**src/rtl/turn_sequencer.sv**
```systemverilog
// turn_sequencer: two-player memory-game turn FSM (pick, check, show, swap, done).
// Pulses are registered; a pending flag issues timer_restart one cycle after a match or reset release.
module turn_sequencer #(
    parameter int SHOW_CYCLES = 4,
    parameter int NUM_PAIRS   = 8
) (
    input  logic       clk,
    input  logic       rst,
    input  logic       select,
    input  logic [3:0] cursor,
    input  logic [3:0] card_label,
    input  logic       card_avail,
    input  logic       time_up,
    output logic       reveal_en,
    output logic [3:0] reveal_idx,
    output logic       hide_en,
    output logic       claim_en,
    output logic [3:0] sel1,
    output logic [3:0] sel2,
    output logic       player,
    output logic       timer_restart,
    output logic [3:0] score0,
    output logic [3:0] score1,
    output logic       game_over,
    output logic [1:0] winner,
    output logic [2:0] state
);
    typedef enum logic [2:0] {
        PICK1 = 3'd0, PICK2 = 3'd1, CHECK = 3'd2, SHOW = 3'd3, SWAP = 3'd4, DONE = 3'd5
    } state_t;

    state_t     cur, nxt;
    logic [3:0] label1, label2, label1_n, label2_n, sel1_n, sel2_n;
    logic [3:0] score0_n, score1_n, pairs, pairs_n, reveal_idx_n;
    logic [7:0] cnt, cnt_n;
    logic       player_n, pend, pend_n, reveal_n, hide_n, claim_n, restart_n;

    always_comb begin
        nxt          = cur;
        sel1_n       = sel1;
        sel2_n       = sel2;
        label1_n     = label1;
        label2_n     = label2;
        score0_n     = score0;
        score1_n     = score1;
        pairs_n      = pairs;
        cnt_n        = cnt;
        player_n     = player;
        reveal_idx_n = reveal_idx;
        pend_n       = 1'b0;
        reveal_n     = 1'b0;
        hide_n       = 1'b0;
        claim_n      = 1'b0;
        restart_n    = 1'b0;
        // A pending restart owns its cycle so the pulses never overlap
        if (pend) begin
            restart_n = 1'b1;
        end else begin
            case (cur)
                PICK1: begin
                    if (time_up) begin
                        nxt = SWAP;
                    end else if (select && card_avail) begin
                        sel1_n       = cursor;
                        label1_n     = card_label;
                        reveal_n     = 1'b1;
                        reveal_idx_n = cursor;
                        nxt          = PICK2;
                    end
                end
                PICK2: begin
                    if (time_up) begin
                        sel2_n = sel1;
                        hide_n = 1'b1;
                        nxt    = SWAP;
                    end else if (select && card_avail && cursor != sel1) begin
                        sel2_n       = cursor;
                        label2_n     = card_label;
                        reveal_n     = 1'b1;
                        reveal_idx_n = cursor;
                        nxt          = CHECK;
                    end
                end
                CHECK: begin
                    if (label1 == label2) begin
                        claim_n  = 1'b1;
                        pend_n   = 1'b1;
                        pairs_n  = pairs + 4'd1;
                        score0_n = player ? score0 : score0 + 4'd1;
                        score1_n = player ? score1 + 4'd1 : score1;
                        nxt      = (pairs_n == 4'(NUM_PAIRS)) ? DONE : PICK1;
                    end else begin
                        cnt_n = 8'(SHOW_CYCLES);
                        nxt   = SHOW;
                    end
                end
                SHOW: begin
                    cnt_n  = (cnt <= 8'd1) ? 8'd0 : cnt - 8'd1;
                    hide_n = (cnt <= 8'd1);
                    nxt    = (cnt <= 8'd1) ? SWAP : SHOW;
                end
                SWAP: begin
                    player_n  = ~player;
                    restart_n = 1'b1;
                    nxt       = PICK1;
                end
                default: ;
            endcase
        end
    end

    always_ff @(posedge clk or posedge rst) begin
        if (rst) begin
            cur           <= PICK1;
            player        <= 1'b0;
            sel1          <= '0;
            sel2          <= '0;
            label1        <= '0;
            label2        <= '0;
            score0        <= '0;
            score1        <= '0;
            pairs         <= '0;
            cnt           <= '0;
            pend          <= 1'b1;
            reveal_en     <= 1'b0;
            reveal_idx    <= '0;
            hide_en       <= 1'b0;
            claim_en      <= 1'b0;
            timer_restart <= 1'b0;
        end else begin
            cur           <= nxt;
            player        <= player_n;
            sel1          <= sel1_n;
            sel2          <= sel2_n;
            label1        <= label1_n;
            label2        <= label2_n;
            score0        <= score0_n;
            score1        <= score1_n;
            pairs         <= pairs_n;
            cnt           <= cnt_n;
            pend          <= pend_n;
            reveal_en     <= reveal_n;
            reveal_idx    <= reveal_idx_n;
            hide_en       <= hide_n;
            claim_en      <= claim_n;
            timer_restart <= restart_n;
        end
    end

    assign state     = cur;
    assign game_over = (cur == DONE);
    assign winner    = !game_over ? 2'b00 : (score0 > score1) ? 2'b01 :
                       (score1 > score0) ? 2'b10 : 2'b11;
endmodule

```
**config.mk**
```make
export PLATFORM = sky130hd
export DESIGN_NAME = turn_sequencer
export DESIGN_NICKNAME = d
export VERILOG_FILES = /design/src/rtl/turn_sequencer.sv
export SDC_FILE = /design/constraint.sdc
export NUM_CORES = 1
export LEC_CHECK = 0
export ABC_AREA = 1
export CAP_MARGIN = 20
export CORE_UTILIZATION = 50
export CTS_BUF_LIST = sky130_fd_sc_hd__clkbuf_8
export CTS_CLUSTER_SIZE = 14
export DETAILED_ROUTE_END_ITERATION = 10
export PLACE_DENSITY_LB_ADDON = 0.3
export SYNTH_ARGS = -nofsm -noshare
export SYNTH_HDL_FRONTEND = slang
export SYNTH_SLANG_ARGS = --single-unit
```
**constraint.sdc**
```tcl
create_clock -name clk -period 1.56 [get_ports clk]
set_input_delay 0.39 -clock clk [delete_from_list [all_inputs] [get_ports clk]]
set_output_delay 0.39 -clock clk [all_outputs]
set_load 0.02 [all_outputs]
```
==> results list <==
- Routability-driven placement finished with a final weighted congestion of 0.858.
- The HPWL after detailed placement is 4360 µm.
- Along the worst path, the maximum fanout reaches 2.
- Die height: roughly 76 µm
- Worst vdd rail ir drop: 0.000797 V
* Row cnt: 26
* Worst EP required: about 1.2 ns
* Total length of routed wires: around 6300 µm
- The later pin in the worst-skew pair is clocked with a latency of ~0.3 ns.
- Run status: complete, but fails checks
* Highest-delay cell along the critical path: sky130_fd_sc_hd__dfrtp_2
- After synthesis the cells add up to 2760 µm².
- Drt wl/cell: approximately 12 µm
- TritonCTS built the clock tree.
* Leading area contributor after synthesis: sky130_fd_sc_hd__dfrtp_1
* PortBufs: 43
- Ordered list of cells on the worst path: ha_4 > inv_2 > nor2_2 > o21ai_2 > buf_4 > a21oi_2 > buf_4
* Crit path setup slack, layout: -0.408 ns
* Count leader, synth: sky130_fd_sc_hd__nand2_1
* Average instance area after synthesis: about 7.7 µm²
- Measured against its own limit, the worst slew margin works out to 0.781.
- Max clock buf depth: 2
- Part of the Yosys area used for sequential elements: 0.445
* Worst EP arrival: ~1.6 ns
- Root buffer selected by CTS: sky130_fd_sc_hd__clkbuf_8
- The cell count after synthesis came out at 357.
* Number of design-rule violations left by the first detailed-router iteration: between 100 and 150
- Share of cells above drive strength 1: 0.312
- The initial utilization of the core area, before any placement, comes to 0.530.
- In this run, post-CTS hold repair placed 0 buffers.
- Number of warnings issued by yosys: 0
- Antenna violations before repair: 0
* H-tree level count: 2
* Slew @ Worst Pin: about 0.33 ns
- Number of distinct standard cells referenced by the synthesized netlist: 27
- After routing the design area is ~3900 µm².
* Number of register bits inferred by synthesis: 49
- Die extent in x: 76.3 µm
- Total CTS buffers: 5
- The final reports fail on negative setup slack.
* Type of element capturing the critical path: primary output
- The worst setup path is launched from a flip-flop.
- For this design the static power due to leakage is 2.06 nW.
* Maximum number of pins on one net before global-route repair: 50
* Final critical-path share of the clock period: 1.26
- Timing would allow up to between 500 and 600 MHz.
- Synthesis-to-layout area growth: 40.9%
* Total global routing track utilization: 0.222
- Number of remaining DRC errors: 0
* Pre-antenna DRT Iters: 4
- Counting flops with an async set or reset pin after synthesis yields a share of 1.00.
- Instance area at placement: ~3700 µm²
- The net count of the finished layout is 478.
* Number of global-route vias before repair: 2476
- Setup repair after global routing could not meet its margin everywhere.
- Of the post-synthesis cell area, the dominant cell type holds 0.435.
- Ranking of synthesized cells by instance count: 124 x sky130_fd_sc_hd__nand2_1, 48 x sky130_fd_sc_hd__dfrtp_1, 40 x sky130_fd_sc_hd__inv_1, 29 x sky130_fd_sc_hd__nor2_1, 21 x sky130_fd_sc_hd__o21ai_0
* Largest stage delay on the critical path: 0.44 ns
* Clk sinks: 49
- For this block, the via count after detailed routing is 2558.
* Shortest period the worst path allows: around 2.0 ns
- Net count after synthesis: 380
- The die covers 5820 µm².
- Setup violations remaining at the end of the flow were counted as 12.
- Area of the placeable core: ~5200 µm²
- Number of placed I/O pins: 44
* Max-cap violations: 0
* First-pass GRT wire length: 10400 µm
- Clock Pin Slew Worst Setup and Hold Paths: about 0.080 ns
- Counting stages on the worst path, the most repeated cell is sky130_fd_sc_hd__buf_4.
* Final hold viol count: 0
* Number of diodes: 0
- In this run the remaining antenna-violating nets after routing total 0.
- In this run, synthesis inferred 0 flip-flops with an integrated enable.
- Power per cell area: ~1600 nW/µm²
- Adding up every negative setup slack in the final design gives -0.914 ns.
- Sorting the synthesized cells by area gives the leading types as sky130_fd_sc_hd__dfrtp_1 44%, sky130_fd_sc_hd__nand2_1 17%, sky130_fd_sc_hd__inv_1 5.4%, sky130_fd_sc_hd__ha_1 4.5%, sky130_fd_sc_hd__nor2_1 3.9%.
- The final number of max-transition violations came to 0.
- Commonest register cell after synthesis: sky130_fd_sc_hd__dfrtp_1
- Worst hold-check path type: in -> reg
- Clock tree skew after final layout: 0.00718 ns
* Vias per std cell: 4.87
* Critical path type: reg -> out
- OpenSTA, run right after detailed placement, puts the worst setup slack at -0.591 ns.
- Congestion Overflow GR: 0
[area by class of cell]
class,instances,area (µm²)
Clock buffer,6,82.6
Timing Repair Buffer,93,805
Fill cell,401,1320
Tap cell,70,87.6
Sequential cell,49,1230
Clock inverter,1,3.75
Multi-Input combinational cell,256,1480
Inverter,50,191
[logic make-up (layout without fill, tap and decap cells)]
| kind of cell | Yosys count | count (layout) | share of synthesized area |
|---|---|---|---|
| adder cells (fa/ha/maj) | 10 | 10 | 0.0454 |
| AND/OR/NAND/NOR | 190 | 191 | 0.310 |
| buffers and inverters | 53 | 150 | 0.0766 |
| XOR/XNOR | 15 | 15 | 0.0476 |
| AO/OA/AOI/OAI | 40 | 40 | 0.0753 |
| flip-flops | 49 | 49 | 0.445 |
[cells in the final DEF (no fill, tap or decap), types with 9 or more instances in the layout]
cell type and n:
sky130_fd_sc_hd__nand3_1 14, sky130_fd_sc_hd__nor2_1 22, sky130_fd_sc_hd__xor2_1 9, sky130_fd_sc_hd__buf_4 43, sky130_fd_sc_hd__nand2_2 17, sky130_fd_sc_hd__dfrtp_1 42
sky130_fd_sc_hd__nand2_1 109, sky130_fd_sc_hd__inv_1 34, sky130_fd_sc_hd__inv_2 16, sky130_fd_sc_hd__dlygate4sd2_1 20, sky130_fd_sc_hd__o21ai_0 15, sky130_fd_sc_hd__o21ai_1 11
[worst max-delay path: cells and delay by family, from the launching register on]
kind | cells | cell delay, ns
AO/OA/AOI/OAI | 2 | 0.17
flip-flops | 1 | 0.44
buffers and inverters | 3 | 0.30
AND/OR/NAND/NOR | 1 | 0.09
adder cells (fa/ha/maj) | 1 | 0.28
[worst paths after layout]
kind | start | to | slack [ns] | depth (start not counted)
max | score1[1] | winner[1] | -0.41 | 7
min reg2reg | sel2[0] | sel2[0] | 0.48 | 2
max in group asynchronous | rst | pend | 0.79 | 3
min | cursor[1] | reveal_idx[1] | 0.39 | 3
min in group asynchronous | rst | claim_en | 0.50 | 3
max reg2reg | state[2] | cnt[0] | -0.03 | 9
[report_power, final]
group | internal [W] | switching [W]
Combinational | 0.00148 | 0.00199
Sequential | 0.00169 | 0.000308
Clock | 0.000346 | 0.000402
Total | 0.00352 | 0.00270
[metrics by stage]
stage / cells / total power, W / utilization / hold WS, ns
finish: 525 / 0.00621 / 0.747 / 0.391
global placement: 510 / 0.00522 / 0.702 / 0.459
floorplan: 357 / 0.00397 / - / 0.425
detailed placement: 510 / 0.00533 / 0.702 / 0.463
global route: 525 / 0.00668 / 0.747 / 0.421
CTS: 518 / 0.00597 / 0.717 / 0.481
[state kept, by name, summed over array words and instances, names as in the netlist]
signal / count
label1: 4
reveal_idx: 4
cnt: 8
score0: 4
timer_restart: 1
player: 1
sel2: 4
pairs: 4
state: 3
reveal_en: 1
claim_en: 1
score1: 4
label2: 4
hide_en: 1
sel1: 4
pend: 1
[metal layers]
metal | share of wire | wire length (µm) | vias to the layer above | global-route usage
li1 | - | - | 1306 | -
met1 | 0.42 | 2670 | 1178 | 0.264
met2 | 0.52 | 3290 | 61 | 0.402
met3 | 0.034 | 217 | 13 | 0.0395
met4 | 0.022 | 136 | 0 | 0.0788
met5 | 0 | 0 | - | 0
[what timing repair did]
item / CTS / global route
setup buffers: 1 / 6
gates resized for setup: 57 / 57
pin swaps: 5 / 18
endpoints found under the setup margin: 32 / 39
gates cloned: 0 / 1
Note: power is estimated with default switching activity, not from simulation.
